$ cat config.mk
export PLATFORM = sky130hd
export DESIGN_NAME = i2cm_share_arb_flat
export DESIGN_NICKNAME = d
export VERILOG_FILES = /design/src/rtl/i2cm_share_arb_if.sv /design/src/rtl/i2cm_share_arb.sv /design/src/flat_wrapper.sv
export SDC_FILE = /design/constraint.sdc
export NUM_CORES = 1
export LEC_CHECK = 0
export CORE_MARGIN = 5
export CORE_UTILIZATION = 45
export CTS_CLUSTER_DIAMETER = 60
export DETAILED_ROUTE_END_ITERATION = 8
export PLACE_DENSITY = 0.84
export REMOVE_ABC_BUFFERS = 1
export SETUP_SLACK_MARGIN = 0.2
export SLEW_MARGIN = 10
export SYNTH_ARGS = -nofsm -noshare
export SYNTH_HDL_FRONTEND = slang
export SYNTH_SLANG_ARGS = --single-unit
$ cat constraint.sdc
create_clock -name clk -period 4.76 [get_ports clk]
set_clock_uncertainty 0.15 [all_clocks]
set_input_delay 0.714 -clock clk [delete_from_list [all_inputs] [get_ports clk]]
set_output_delay 0.714 -clock clk [all_outputs]
set_load 0.005 [all_outputs]
$ cat src/rtl/i2cm_share_arb_if.sv
// Bundle between the requester blocks, the shared-core arbiter and the
// single lsc_i2cm_16 core.
//   slave  : arbiter side (receives requests, drives the core command)
//   master : environment side (requesters plus the I2C core)
// Request-side vectors are flattened per requester:
//   req_dev_addr[7*i +: 7], req_ofs_addr[16*i +: 16], req_wr_data[8*i +: 8].
interface i2cm_share_arb_if #(
  parameter int N_REQ = 3
);
  // requester side
  logic [N_REQ-1:0]    req;
  logic [N_REQ-1:0]    req_lock;
  logic [N_REQ-1:0]    req_rw;
  logic [7*N_REQ-1:0]  req_dev_addr;
  logic [16*N_REQ-1:0] req_ofs_addr;
  logic [8*N_REQ-1:0]  req_wr_data;
  logic [N_REQ-1:0]    gnt;
  logic [N_REQ-1:0]    req_done;
  logic                req_err;
  logic [7:0]          rd_data;
  // core side
  logic                core_run;
  logic                core_rw;
  logic [6:0]          core_dev_addr;
  logic [15:0]         core_ofs_addr;
  logic [7:0]          core_wr_data;
  logic                core_running;
  logic                core_done;
  logic [7:0]          core_rd_data;
  // status
  logic                busy;

  modport slave (
    input  req, req_lock, req_rw, req_dev_addr, req_ofs_addr, req_wr_data,
    input  core_running, core_done, core_rd_data,
    output gnt, req_done, req_err, rd_data,
    output core_run, core_rw, core_dev_addr, core_ofs_addr, core_wr_data,
    output busy
  );

  modport master (
    output req, req_lock, req_rw, req_dev_addr, req_ofs_addr, req_wr_data,
    output core_running, core_done, core_rd_data,
    input  gnt, req_done, req_err, rd_data,
    input  core_run, core_rw, core_dev_addr, core_ofs_addr, core_wr_data,
    input  busy
  );
endinterface

$ cat src/rtl/i2cm_share_arb.sv
// Shares one 16-bit-offset I2C master core among N_REQ requesters.
// One register transaction per grant: IDLE picks a winner (round robin,
// with an optional burst lock), ISSUE pulses core_run, WAIT waits for
// core_done or a timeout, DONE returns req_done/req_err/rd_data.
// Ports:
//   clk    : system clock
//   reset  : synchronous, active-high
//   bus    : i2cm_share_arb_if.slave (requests, grants, core command/status)
module i2cm_share_arb #(
  parameter int          N_REQ        = 3,
  parameter logic [23:0] TIMEOUT_CYC  = 24'd4800000,
  parameter logic [6:0]  DEV_ADDR_DEF = 7'h24
) (
  input  logic            clk,
  input  logic            reset,
  i2cm_share_arb_if.slave bus
);

  localparam int IDX_W = (N_REQ > 1) ? $clog2(N_REQ) : 1;

  localparam logic [1:0] IDLE  = 2'd0;
  localparam logic [1:0] ISSUE = 2'd1;
  localparam logic [1:0] WAIT  = 2'd2;
  localparam logic [1:0] DONE  = 2'd3;

  logic [1:0]       state;
  logic [IDX_W-1:0] last;
  logic             lock_hold;
  logic [23:0]      wait_cnt;

  logic [N_REQ-1:0] gnt;
  logic [N_REQ-1:0] req_done;
  logic             req_err;
  logic [7:0]       rd_data;
  logic             core_run;
  logic             core_rw;
  logic [6:0]       core_dev_addr;
  logic [15:0]      core_ofs_addr;
  logic [7:0]       core_wr_data;

  logic [IDX_W:0]   cand;
  logic [IDX_W-1:0] rr_idx;
  logic [IDX_W-1:0] win;
  logic             win_rw;
  logic [6:0]       win_dev;
  logic [15:0]      win_ofs;
  logic [7:0]       win_wr;

  // Busy flag from the core is informational; sequencing relies on
  // core_done and the WAIT timeout.
  logic             core_running_unused;
  assign core_running_unused = bus.core_running;

  // Round-robin search starting at last+1. Offsets are scanned from the
  // farthest to the nearest so the nearest requesting index ends up in
  // rr_idx. Offset N_REQ wraps back to last itself (lowest priority).
  always_comb begin
    rr_idx = last;
    cand   = '0;
    for (int k = N_REQ; k >= 1; k--) begin
      cand = {1'b0, last} + (IDX_W+1)'(k);
      if (cand >= (IDX_W+1)'(N_REQ)) cand = cand - (IDX_W+1)'(N_REQ);
      if (bus.req[cand[IDX_W-1:0]]) rr_idx = cand[IDX_W-1:0];
    end
  end

  // A held burst lock keeps the previous owner in front while it still requests.
  assign win = (lock_hold && bus.req[last]) ? last : rr_idx;

  always_comb begin
    win_rw  = 1'b0;
    win_dev = '0;
    win_ofs = '0;
    win_wr  = '0;
    for (int i = 0; i < N_REQ; i++) begin
      if (win == IDX_W'(i)) begin
        win_rw  = bus.req_rw[i];
        win_dev = bus.req_dev_addr[i*7 +: 7];
        win_ofs = bus.req_ofs_addr[i*16 +: 16];
        win_wr  = bus.req_wr_data[i*8 +: 8];
      end
    end
  end

  always_ff @(posedge clk) begin
    if (reset) begin
      state         <= IDLE;
      last          <= IDX_W'(N_REQ-1);
      lock_hold     <= 1'b0;
      wait_cnt      <= '0;
      gnt           <= '0;
      req_done      <= '0;
      req_err       <= 1'b0;
      rd_data       <= '0;
      core_run      <= 1'b0;
      core_rw       <= 1'b0;
      core_dev_addr <= '0;
      core_ofs_addr <= '0;
      core_wr_data  <= '0;
    end else begin
      core_run <= 1'b0;
      req_done <= '0;
      req_err  <= 1'b0;
      case (state)
        // grant boundary: command is captured here and never re-read
        IDLE: begin
          if (!bus.req[last]) lock_hold <= 1'b0;
          if (|bus.req) begin
            core_rw       <= win_rw;
            core_dev_addr <= (win_dev == 7'd0) ? DEV_ADDR_DEF : win_dev;
            core_ofs_addr <= win_ofs;
            core_wr_data  <= win_wr;
            gnt           <= N_REQ'(1) << win;
            last          <= win;
            core_run      <= 1'b1;
            state         <= ISSUE;
          end
        end
        // core_run is high throughout this single cycle
        ISSUE: begin
          wait_cnt <= '0;
          state    <= WAIT;
        end
        // completion boundary: core_done takes precedence over the timeout
        WAIT: begin
          if (bus.core_done) begin
            rd_data  <= bus.core_rd_data;
            req_done <= gnt;
            state    <= DONE;
          end else if (wait_cnt == TIMEOUT_CYC - 24'd1) begin
            req_done <= gnt;
            req_err  <= 1'b1;
            state    <= DONE;
          end else begin
            wait_cnt <= wait_cnt + 24'd1;
          end
        end
        // release boundary: lock request sampled while req_done is visible
        default: begin
          lock_hold <= bus.req_lock[last];
          gnt       <= '0;
          state     <= IDLE;
        end
      endcase
    end
  end

  assign bus.gnt           = gnt;
  assign bus.req_done      = req_done;
  assign bus.req_err       = req_err;
  assign bus.rd_data       = rd_data;
  assign bus.core_run      = core_run;
  assign bus.core_rw       = core_rw;
  assign bus.core_dev_addr = core_dev_addr;
  assign bus.core_ofs_addr = core_ofs_addr;
  assign bus.core_wr_data  = core_wr_data;
  assign bus.busy          = (state != IDLE);

endmodule

$ cat src/flat_wrapper.sv
// flat-port wrapper written by rule: the top's interface ports become plain ports
module i2cm_share_arb_flat 
#(
  parameter int          N_REQ        = 3,
  parameter logic [23:0] TIMEOUT_CYC  = 24'd4800000,
  parameter logic [6:0]  DEV_ADDR_DEF = 7'h24
)
  (clk, reset, bus_req, bus_req_lock, bus_req_rw, bus_req_dev_addr, bus_req_ofs_addr, bus_req_wr_data, bus_core_running, bus_core_done, bus_core_rd_data, bus_gnt, bus_req_done, bus_req_err, bus_rd_data, bus_core_run, bus_core_rw, bus_core_dev_addr, bus_core_ofs_addr, bus_core_wr_data, bus_busy);
  i2cm_share_arb_if #(.N_REQ(N_REQ)) bus_i ();
  input  logic clk;
  input  logic reset;
  input wire logic [$bits(bus_i.req)-1:0] bus_req;
  input wire logic [$bits(bus_i.req_lock)-1:0] bus_req_lock;
  input wire logic [$bits(bus_i.req_rw)-1:0] bus_req_rw;
  input wire logic [$bits(bus_i.req_dev_addr)-1:0] bus_req_dev_addr;
  input wire logic [$bits(bus_i.req_ofs_addr)-1:0] bus_req_ofs_addr;
  input wire logic [$bits(bus_i.req_wr_data)-1:0] bus_req_wr_data;
  input wire logic [$bits(bus_i.core_running)-1:0] bus_core_running;
  input wire logic [$bits(bus_i.core_done)-1:0] bus_core_done;
  input wire logic [$bits(bus_i.core_rd_data)-1:0] bus_core_rd_data;
  output wire logic [$bits(bus_i.gnt)-1:0] bus_gnt;
  output wire logic [$bits(bus_i.req_done)-1:0] bus_req_done;
  output wire logic [$bits(bus_i.req_err)-1:0] bus_req_err;
  output wire logic [$bits(bus_i.rd_data)-1:0] bus_rd_data;
  output wire logic [$bits(bus_i.core_run)-1:0] bus_core_run;
  output wire logic [$bits(bus_i.core_rw)-1:0] bus_core_rw;
  output wire logic [$bits(bus_i.core_dev_addr)-1:0] bus_core_dev_addr;
  output wire logic [$bits(bus_i.core_ofs_addr)-1:0] bus_core_ofs_addr;
  output wire logic [$bits(bus_i.core_wr_data)-1:0] bus_core_wr_data;
  output wire logic [$bits(bus_i.busy)-1:0] bus_busy;
  assign bus_i.req = bus_req;
  assign bus_i.req_lock = bus_req_lock;
  assign bus_i.req_rw = bus_req_rw;
  assign bus_i.req_dev_addr = bus_req_dev_addr;
  assign bus_i.req_ofs_addr = bus_req_ofs_addr;
  assign bus_i.req_wr_data = bus_req_wr_data;
  assign bus_i.core_running = bus_core_running;
  assign bus_i.core_done = bus_core_done;
  assign bus_i.core_rd_data = bus_core_rd_data;
  assign bus_gnt = bus_i.gnt;
  assign bus_req_done = bus_i.req_done;
  assign bus_req_err = bus_i.req_err;
  assign bus_rd_data = bus_i.rd_data;
  assign bus_core_run = bus_i.core_run;
  assign bus_core_rw = bus_i.core_rw;
  assign bus_core_dev_addr = bus_i.core_dev_addr;
  assign bus_core_ofs_addr = bus_i.core_ofs_addr;
  assign bus_core_wr_data = bus_i.core_wr_data;
  assign bus_busy = bus_i.busy;
  i2cm_share_arb #(.N_REQ(N_REQ), .TIMEOUT_CYC(TIMEOUT_CYC), .DEV_ADDR_DEF(DEV_ADDR_DEF)) u_core (.clk(clk), .reset(reset), .bus(bus_i));
endmodule
==> flow_summary.json, run 1 <==
{
  "status": "finished clean",
  "min_period_ps": 3640,
  "async_flop_share": 0,
  "grt_pass1_wl_um": 17900,
  "ioPinCount": 163,
  "antenna_found_initial": 0,
  "clock_sinks": 77,
  "setup_viol": 0,
  "final_common_cell": "clkdlybuf4s50_1",
  "ir_worst_vdd_mv": 0.300,
  "htree_levels": 3,
  "worstPathArrival_ps": 3750,
  "ys.flop_type": "dfxtp_1",
  "fmax_ghz": 0.275,
  "dieArea_um2": 10700,
  "grt_overflow": 0,
  "clock_latency_ps": 350,
  "synthTopCellsByArea": "dfxtp_1 39%, nor2_1 9.7%, mux2i_1 9.2%, a211oi_1 5.6%, nor3_1 4.2%",
  "ys_seq_area_frac": 0.394,
  "endpoint_kind": "flip-flop",
  "path_clk_slew_ps": 70,
  "hold_viol": 0,
  "first_pass_iters": 4,
  "hp-class": "reg -> reg",
  "yosys_warnings": 0,
  "core_area_um2": 8590,
  "net-switching-power_uw": 1400,
  "slew_headroom": 0.453,
  "intPower_uw": 2020,
  "power.share.combinational": 0.584,
  "cp_slowest_cell": "or4_1",
  "final_layout_size_suffix_gt1_frac": 0.0442,
  "ys_seq_elements": 77,
  "wl_um": 11500,
  "holdWs_ps": 312,
  "vias_per_cell": 5.42,
  "post-route-drc-count": 0,
  "path_max_fanout": 26,
  "cap_violations": 0,
  "leakage_uw": 0.00222,
  "cts_tree": "yes",
  "nets": 750,
  "postSynthCellCount": 483,
  "max_stage_delay_ps": 560,
  "worstMarginPinSlew_ps": 820,
  "die_x_um": 103,
  "critical_path.top_delay_family": "compound AO/OA/AOI/OAI gates",
  "yosysTopAreaCellShare": 0.394,
  "finalPower_uw": 3430,
  "area_growth_pct": 47.9,
  "finalCritPeriodShare": 0.765,
  "synth_top_area_cell": "dfxtp_1",
  "cts_repair_resize_count": 0,
  "root_buffer": "clkbuf_8",
  "grt_pass1_vias": 3898,
  "grtUsageTotal": 0.211,
  "die_h_um": 103,
  "pwr-share-seq": 0.274,
  "rsz0062_at_grt": "no",
  "cts_setup_buffers": 0,
  "worst_setup_path_start_kind": "flip-flop",
  "cp.buffers_inverters": 2,
  "wl_per_cell_um": 15.6,
  "switching_share": 0.410,
  "synth_area_per_cell_um2": 8.09,
  "required_ps": 4860,
  "initialDrtViolationCount": 146,
  "grt_max_degree": 53,
  "initial_core_util": 0.455,
  "syn_area_um2": 3910,
  "nFillCells": 698,
  "drv_slew": 0,
  "p_clk_frac": 0.141,
  "dp_hpwl_um": 8830,
  "critical_path_class": "reg -> reg",
  "port_buffers": 161,
  "place_congestion": 0.853,
  "path_cells": "inv_1, ha_1, nor2_1, o21ai_0, a221oi_1, o31ai_4, buf_4, mux2i_1, o2bb2ai_1, or4_1, o32ai_1",
  "cts_buffer_depth": 2,
  "layout_common_cells": "160 x clkdlybuf4s50_1, 100 x nor2_1, 77 x dfxtp_1",
  "power_density_nw_per_um2": 593,
  "synth-edff-count": 0,
  "ctsHoldBuffers": 0,
  "final_antenna_net_count": 0,
  "synth.distinct_cells": 46,
  "num_rows": 34,
  "antennaDiodeCount": 0,
  "cts_made_buffers": 9,
  "num_vias": 4020
}
path summary, 6_finish.rpt:
kind                            slack [ps]  depth (start not counted)                     endpoint                   startpoint
worst min register to register         310                          2  u_core.bus.core_dev_addr[6]  u_core.bus.core_dev_addr[6]
worst min-delay path                   310                          2  u_core.bus.core_dev_addr[6]  u_core.bus.core_dev_addr[6]
worst max register to register        1120                         11  u_core.bus.core_dev_addr[2]               u_core.last[0]
worst max-delay path                  1120                         11  u_core.bus.core_dev_addr[2]               u_core.last[0]
metrics by stage:
step	std cells	worst slack, ps	setup TNS (ps)	utilization	cell area [um^2]
final	742	1120	0	0.673	5780
after global routing	742	852	0	0.673	5780
after CTS	742	1170	0	0.673	5780
after detailed placement	726	1010	0	0.650	5590
after global placement	726	1050	0	0.650	5590
after floorplan	450	-2000	-62330	-	3770
worst reg2reg max path, cell delays in order (launching register included):
cell and delay, ps:
dfxtp_1 550, inv_1 180, ha_1 480, nor2_1 90, o21ai_0 170, a221oi_1 150, o31ai_4 290, buf_4 440
mux2i_1 270, o2bb2ai_1 100, or4_1 560, o32ai_1 140
cells in the mapped netlist (all sizes together) (3+ instances only):
library cell	n
a211oi	29
a21oi	22
a22oi	3
and2	7
and3	4
buf	8
clkbuf	25
dfxtp	77
ha	7
inv	8
mux2i	36
nand2	31
nand2b	4
nand3	13
nor2	102
nor2b	6
nor3	33
o21ai	11
o2bb2ai	5
or3	5
xnor2	6
xor2	12
state kept, by name, summed over array words and instances (netlist names):
register                  flops
u_core.last                   2
u_core.bus.core_ofs_addr     16
u_core.bus.req_done           3
u_core.bus.core_run           1
u_core.lock_hold              1
u_core.wait_cnt              24
u_core.state                  2
u_core.bus.gnt                3
u_core.bus.req_err            1
u_core.bus.rd_data            8
u_core.bus.core_rw            1
u_core.bus.core_dev_addr      7
u_core.bus.core_wr_data       8
per-layer routing:
layer  part of all wire  vias to the layer above  global-route usage
met5                  0                        -                   0
met4              0.026                        0              0.0916
met3               0.10                       23              0.0832
met2               0.48                      158               0.358
met1               0.39                     1854               0.235
li1                   -                     1985                   -
final cells by class:
cell class	count	area, um^2	area share
clock inverter	4	47.5	0.00822
clock buffer	12	145	0.0251
timing repair buffer	168	1660	0.287
tap	108	135	0.0234
inverter	8	30.0	0.00519
multi-input combinational	365	2220	0.385
sequential	77	1540	0.267
kinds of logic (layout without fill, tap and decap cells):
group	count (synthesis)	in the layout	synth area share
buffers and inverters	41	192	0.0419
AND/OR/NAND/NOR	218	218	0.255
XOR/XNOR	18	18	0.0403
adder cells (fa/ha/maj)	7	7	0.0224
AO/OA/AOI/OAI	85	85	0.150
flip-flops	77	77	0.394
multiplexers	37	37	0.0951
power by group through the flow:
| stage | registers [uW] | clock network, uW | logic (uW) |
|---|---|---|---|
| after floorplan | 950 | 0 | 1270 |
| after global placement | 946 | 0 | 1950 |
| after detailed placement | 952 | 0 | 2000 |
| after CTS | 940 | 494 | 2010 |
| after global routing | 963 | 521 | 2210 |
| final | 940 | 485 | 2000 |
(Power assumes the default switching activity.)
==> inputs of run 2 (changes only) <==
Settings changed: CORE_UTILIZATION 45 to 43, PLACE_DENSITY 0.84 to 0.81.
Clock period 4.76 ns to 3.6 ns, I/O delays scaled along.
==> run 2 against run 1 <==
Register-to-register slack got worse by 660 ps. Wire length rose by 4.0%. Clock power rose by 24%. Global-route usage barely moved. Cell count rose by 1.5%. Setup slack got worse by 660 ps. Die area rose by 4.2%. Sequential share of layout area fell by 0.51 points. Critical endpoint unchanged. Highest routed layer unchanged.
==> flow_summary.json, run 2 (synthesis gave the netlist of run 1 again) <==
{
  "regMostFlops": "u_core.wait_cnt",
  "worst_setup_path_start_kind": "flip-flop",
  "grt_max_degree": 35,
  "hold_viol": 0,
  "net-switching-power_uw": 1990,
  "grtUsageTotal": 0.212,
  "clock_latency_ps": 350,
  "first_pass_iters": 4,
  "port_buffers": 161,
  "status": "finished clean",
  "critical_path_class": "reg -> reg",
  "largest_reg_flops": 24,
  "wl_um": 12000,
  "worstMarginPinSlew_ps": 725,
  "cts_made_buffers": 9,
  "cap_violations": 0,
  "num_rows": 34,
  "cts_tree": "yes",
  "die_x_um": 105,
  "htree_levels": 3,
  "initial_core_util": 0.444,
  "layout_common_cells": "160 x clkdlybuf4s50_1, 100 x nor2_1, 76 x dfxtp_1",
  "finalPower_uw": 4780,
  "nets": 761,
  "cp_slowest_cell": "or4_1",
  "place_congestion": 0.833,
  "leakage_uw": 0.00228,
  "grt_overflow": 0,
  "final_layout_size_suffix_gt1_frac": 0.0667,
  "utilization": 0.670,
  "path_clk_slew_ps": 90,
  "grt_pass1_wl_um": 19400,
  "endpoint_kind": "flip-flop",
  "finalCritPeriodShare": 0.874,
  "path_max_fanout": 11,
  "num_vias": 4014,
  "place_ws_ps": 170,
  "power.share.combinational": 0.617,
  "nFillCells": 711,
  "fmax_ghz": 0.318,
  "instances_no_fill": 753,
  "core_area_um2": 8810,
  "rsz0062_at_grt": "no",
  "grt_pass1_vias": 4019,
  "final_antenna_net_count": 0,
  "cts_buffer_depth": 2,
  "post-route-drc-count": 0,
  "required_ps": 3710,
  "antennaDiodeCount": 0,
  "hp-class": "reg -> reg",
  "worstPathArrival_ps": 3250,
  "wl_per_cell_um": 15.9,
  "dp_hpwl_um": 8960,
  "ioPinCount": 163,
  "p_clk_frac": 0.126,
  "clock_sinks": 77,
  "vias_per_cell": 5.33,
  "intPower_uw": 2790,
  "holdWs_ps": 307,
  "dieArea_um2": 11100,
  "area_growth_pct": 50.9,
  "setup_viol": 0,
  "power_density_nw_per_um2": 810,
  "switching_share": 0.416,
  "dp_cells": 734,
  "drv_slew": 0,
  "biggestRegsByFlops": "u_core.wait_cnt x24, u_core.bus.core_ofs_addr x16",
  "final_common_cell": "clkdlybuf4s50_1",
  "die_h_um": 105,
  "ir_worst_vdd_mv": 0.580,
  "layout_setup_ws_ps": 455,
  "root_buffer": "clkbuf_8",
  "antenna_found_initial": 0,
  "pwr-share-seq": 0.257,
  "max_stage_delay_ps": 540,
  "slew_headroom": 0.510,
  "initialDrtViolationCount": 182,
  "min_period_ps": 3150,
  "path_cells": "inv_1, ha_2, nor2_1, o21ai_0, a221oi_1, o31ai_4, buf_12, mux2i_1, o2bb2ai_1, or4_1, o32ai_1"
}
-- run 2: cell count changes in the layout (fill, tap and decap cells not counted), moves of 2 or more --
cell	previous run	this run
clkbuf_1	2	0
buf_4	7	15
buf_12	0	2
inv_6	0	2
-- run 2: final cells by class --
type                    instances  area (um^2)  area share
repair buffers                179         1780       0.302
inverters                       8         30.0     0.00509
well taps                     108          135      0.0229
multi-input cells             365         2230       0.377
flip-flops and latches         77         1540       0.262
clock inverters                 7         57.6     0.00976
clock buffers                   9          124      0.0210
-- run 2: worst paths after layout --
kind,endpoint,from,cells after the start,slack (ps)
max,u_core.bus.core_dev_addr[2],u_core.last[1],11,450
min,u_core.bus.rd_data[3],u_core.bus.rd_data[3],2,310
max reg2reg,u_core.bus.core_dev_addr[2],u_core.last[1],11,450
min reg2reg,u_core.bus.rd_data[3],u_core.bus.rd_data[3],2,310
-- run 2: power groups by stage --
stage	clock [uW]	sequential [uW]	combinational, uW
final	603	1230	2950
after global routing	663	1260	3240
after CTS	620	1220	2850
after detailed placement	0	1240	2820
after global placement	0	1230	2750
after floorplan	0	1260	1680
-- run 2: repair_timing --
item / in CTS / in global routing
buffers inserted: 0 / 2
gates resized for setup: 0 / 2
hold buffers: 0 / 0
endpoints found under the setup margin: 0 / 12
-- run 2: routing by layer --
| metal | global-route usage | share of wire | vias up |
|---|---|---|---|
| li1 | - | - | 2000 |
| met1 | 0.243 | 0.40 | 1868 |
| met2 | 0.384 | 0.52 | 138 |
| met3 | 0.0532 | 0.071 | 8 |
| met4 | 0.0656 | 0.0082 | 0 |
| met5 | 0 | 0 | - |
-- run 2: per-stage QoR --
stage	TNS, ps	instance area, um^2
finish	0	5900
global route	0	5900
CTS	0	5860
detailed placement	0	5670
global placement	0	5670
floorplan	-104090	3770
-- run 2: worst max-delay path: cells and delay by family, from the launching register on --
family,cells,cell delay [ps]
AO/OA/AOI/OAI,5,940
adder cells (fa/ha/maj),1,430
buffers and inverters,2,300
flip-flops,1,410
multiplexers,1,200
AND/OR/NAND/NOR,2,620
==> inputs of run 3 (changes only) <==
Settings changed: CORE_MARGIN 5 to default, CTS_CLUSTER_DIAMETER 60 to 50.
==> run 3 against run 2 <==
Sequential cell count stayed put. Largest cell class unchanged. Critical endpoint unchanged. Core utilization rose by 0.054 points. Highest routed layer unchanged. Global-route usage grew 2.3 points.
==> flow_summary.json, run 3 (synthesis gave the netlist of run 1 again) <==
{
  "status": "finished clean",
  "place_ws_ps": 115,
  "wl_per_cell_um": 14.7,
  "grt_max_degree": 35,
  "rr_endpoint": "u_core.bus.core_dev_addr[2]",
  "grtUsageTotal": 0.234,
  "layout_common_cells": "160 x clkdlybuf4s50_1, 100 x nor2_1, 77 x dfxtp_1",
  "wl_um": 11000,
  "dpl-instance-area_um2": 5630,
  "required_ps": 3700,
  "whs_path_depth": 2,
  "nFillCells": 730,
  "grt_pass1_wl_um": 18100,
  "place_congestion": 0.783,
  "critical_path.top_delay_family": "compound AO/OA/AOI/OAI gates",
  "intPower_uw": 2790,
  "die_h_um": 97.3,
  "min_period_ps": 3210,
  "min_to": "u_core.bus.rd_data[4]",
  "cts_made_buffers": 9,
  "setup_tns_ps": 0,
  "num_vias": 3985,
  "design_area_um2": 5880,
  "initialDrtViolationCount": 132,
  "cp_slowest_cell": "or4_1",
  "grt_overflow": 0,
  "nets": 758,
  "regMostFlops": "u_core.wait_cnt",
  "net-switching-power_uw": 1900,
  "fmax_ghz": 0.312,
  "hold_viol": 0,
  "htree_levels": 3,
  "area_growth_pct": 50.3,
  "clock_sinks": 77,
  "dp_hpwl_um": 8210,
  "cap_violations": 0,
  "first_pass_iters": 4,
  "critical_path_class": "reg -> reg",
  "finalCritPeriodShare": 0.891,
  "switching_share": 0.405,
  "endpoint_kind": "flip-flop",
  "power_density_nw_per_um2": 798,
  "r2r_slack_ps": 390,
  "cp.buffers_inverters": 3,
  "cts_tree": "yes",
  "max_stage_delay_ps": 530,
  "port_buffers": 161,
  "die_x_um": 97.3,
  "worstPathArrival_ps": 3300,
  "final_common_cell": "clkdlybuf4s50_1",
  "setup_viol": 0,
  "core_area_um2": 8760,
  "path_cells": "inv_1, ha_1, nor2_1, o21ai_0, a221oi_2, o31ai_4, buf_12, buf_4, mux2_1, o221ai_1, or4_1, o32ai_1",
  "rsz0062_at_grt": "no",
  "pwr-share-seq": 0.261,
  "vias_per_cell": 5.31,
  "antennaDiodeCount": 0,
  "slew_headroom": 0.514,
  "initial_core_util": 0.446,
  "p_clk_frac": 0.141,
  "final_layout_size_suffix_gt1_frac": 0.0592,
  "leakage_uw": 0.00227,
  "path_clk_slew_ps": 80,
  "ir_worst_vdd_mv": 0.734,
  "clock_latency_ps": 340,
  "r2r-start": "u_core.last[1]",
  "worstMarginPinSlew_ps": 719,
  "min_from": "u_core.bus.rd_data[4]",
  "biggestRegsByFlops": "u_core.wait_cnt x24, u_core.bus.core_ofs_addr x16",
  "dieArea_um2": 9480,
  "layout_setup_ws_ps": 394,
  "root_buffer": "clkbuf_8",
  "num_rows": 34,
  "worst_setup_path_start_kind": "flip-flop",
  "path_max_fanout": 9,
  "ioPinCount": 163,
  "drv_slew": 0,
  "largest_reg_flops": 24,
  "post-route-drc-count": 0,
  "reg2reg_depth": 12,
  "antenna_found_initial": 0,
  "cts_buffer_depth": 2,
  "holdWs_ps": 307,
  "power.share.combinational": 0.598,
  "hp-class": "reg -> reg",
  "final_antenna_net_count": 0,
  "grt_pass1_vias": 3848
}
==> run 3: what timing repair did <==
| item | in CTS | in global routing |
|---|---|---|
| setup endpoints to repair | 0 | 19 |
| gates resized for setup | 0 | 3 |
| hold endpoints to repair | 0 | 0 |
| hold buffers | 0 | 0 |
| setup buffers | 0 | 3 |
==> run 3: power groups by stage <==
stage | clock (uW) | combinational, uW | sequential (uW)
after floorplan | 0 | 1680 | 1260
after global placement | 0 | 2620 | 1230
after detailed placement | 0 | 2670 | 1240
after CTS | 671 | 2690 | 1220
after global routing | 720 | 3080 | 1250
final | 662 | 2800 | 1220
==> run 3: how the worst max path moves through the flow <==
| stage | start | endpoint | cells past startpoint |
|---|---|---|---|
| 4_1_cts | u_core.last[1] | u_core.bus.core_dev_addr[2] | 11 |
| 6_report | u_core.last[1] | u_core.bus.core_dev_addr[2] | 12 |
| 3_3_place_gp | bus_req[2] | u_core.bus.core_dev_addr[5] | 10 |
| 5_1_grt | u_core.last[1] | u_core.bus.core_dev_addr[2] | 12 |
| 3_5_place_dp | bus_req[0] | u_core.bus.core_dev_addr[2] | 9 |
| 2_1_floorplan | u_core.last[0] | u_core.bus.core_dev_addr[5] | 10 |
==> run 3: routing by layer <==
| layer | GRT usage | part of all wire | routed length (um) |
|---|---|---|---|
| met3 | 0.0554 | 0.059 | 645 |
| met5 | 0 | 0 | 0 |
| met1 | 0.290 | 0.43 | 4720 |
| met4 | 0.0735 | 0.016 | 178 |
| met2 | 0.403 | 0.50 | 5470 |
==> run 3: layout make-up <==
class | count | area [um^2] | area share
clock buffer | 11 | 141 | 0.0241
sequential | 77 | 1540 | 0.262
inverter | 8 | 30.0 | 0.00511
multi-input combinational | 365 | 2230 | 0.379
clock inverter | 5 | 58.8 | 0.0100
timing repair buffer | 176 | 1740 | 0.296
tap | 108 | 135 | 0.0230
==> run 3: per-stage QoR <==
stage / instances / total power, uW / util
5_1_grt: 750 / 5050 / 0.670
2_1_floorplan: 450 / 2940 / -
3_3_place_gp: 731 / 3850 / 0.642
6_report: 750 / 4690 / 0.670
3_5_place_dp: 731 / 3910 / 0.642
4_1_cts: 747 / 4580 / 0.665
==> run 3: worst register-to-register path: stages, from the launching register on <==
cell      delay (ps)
dfxtp_1          480
inv_1            130
ha_1             420
nor2_1           140
o21ai_0          100
a221oi_2         310
o31ai_4          100
buf_12           160
buf_4            140
mux2_1           190
o221ai_1         110
or4_1            530
o32ai_1          160
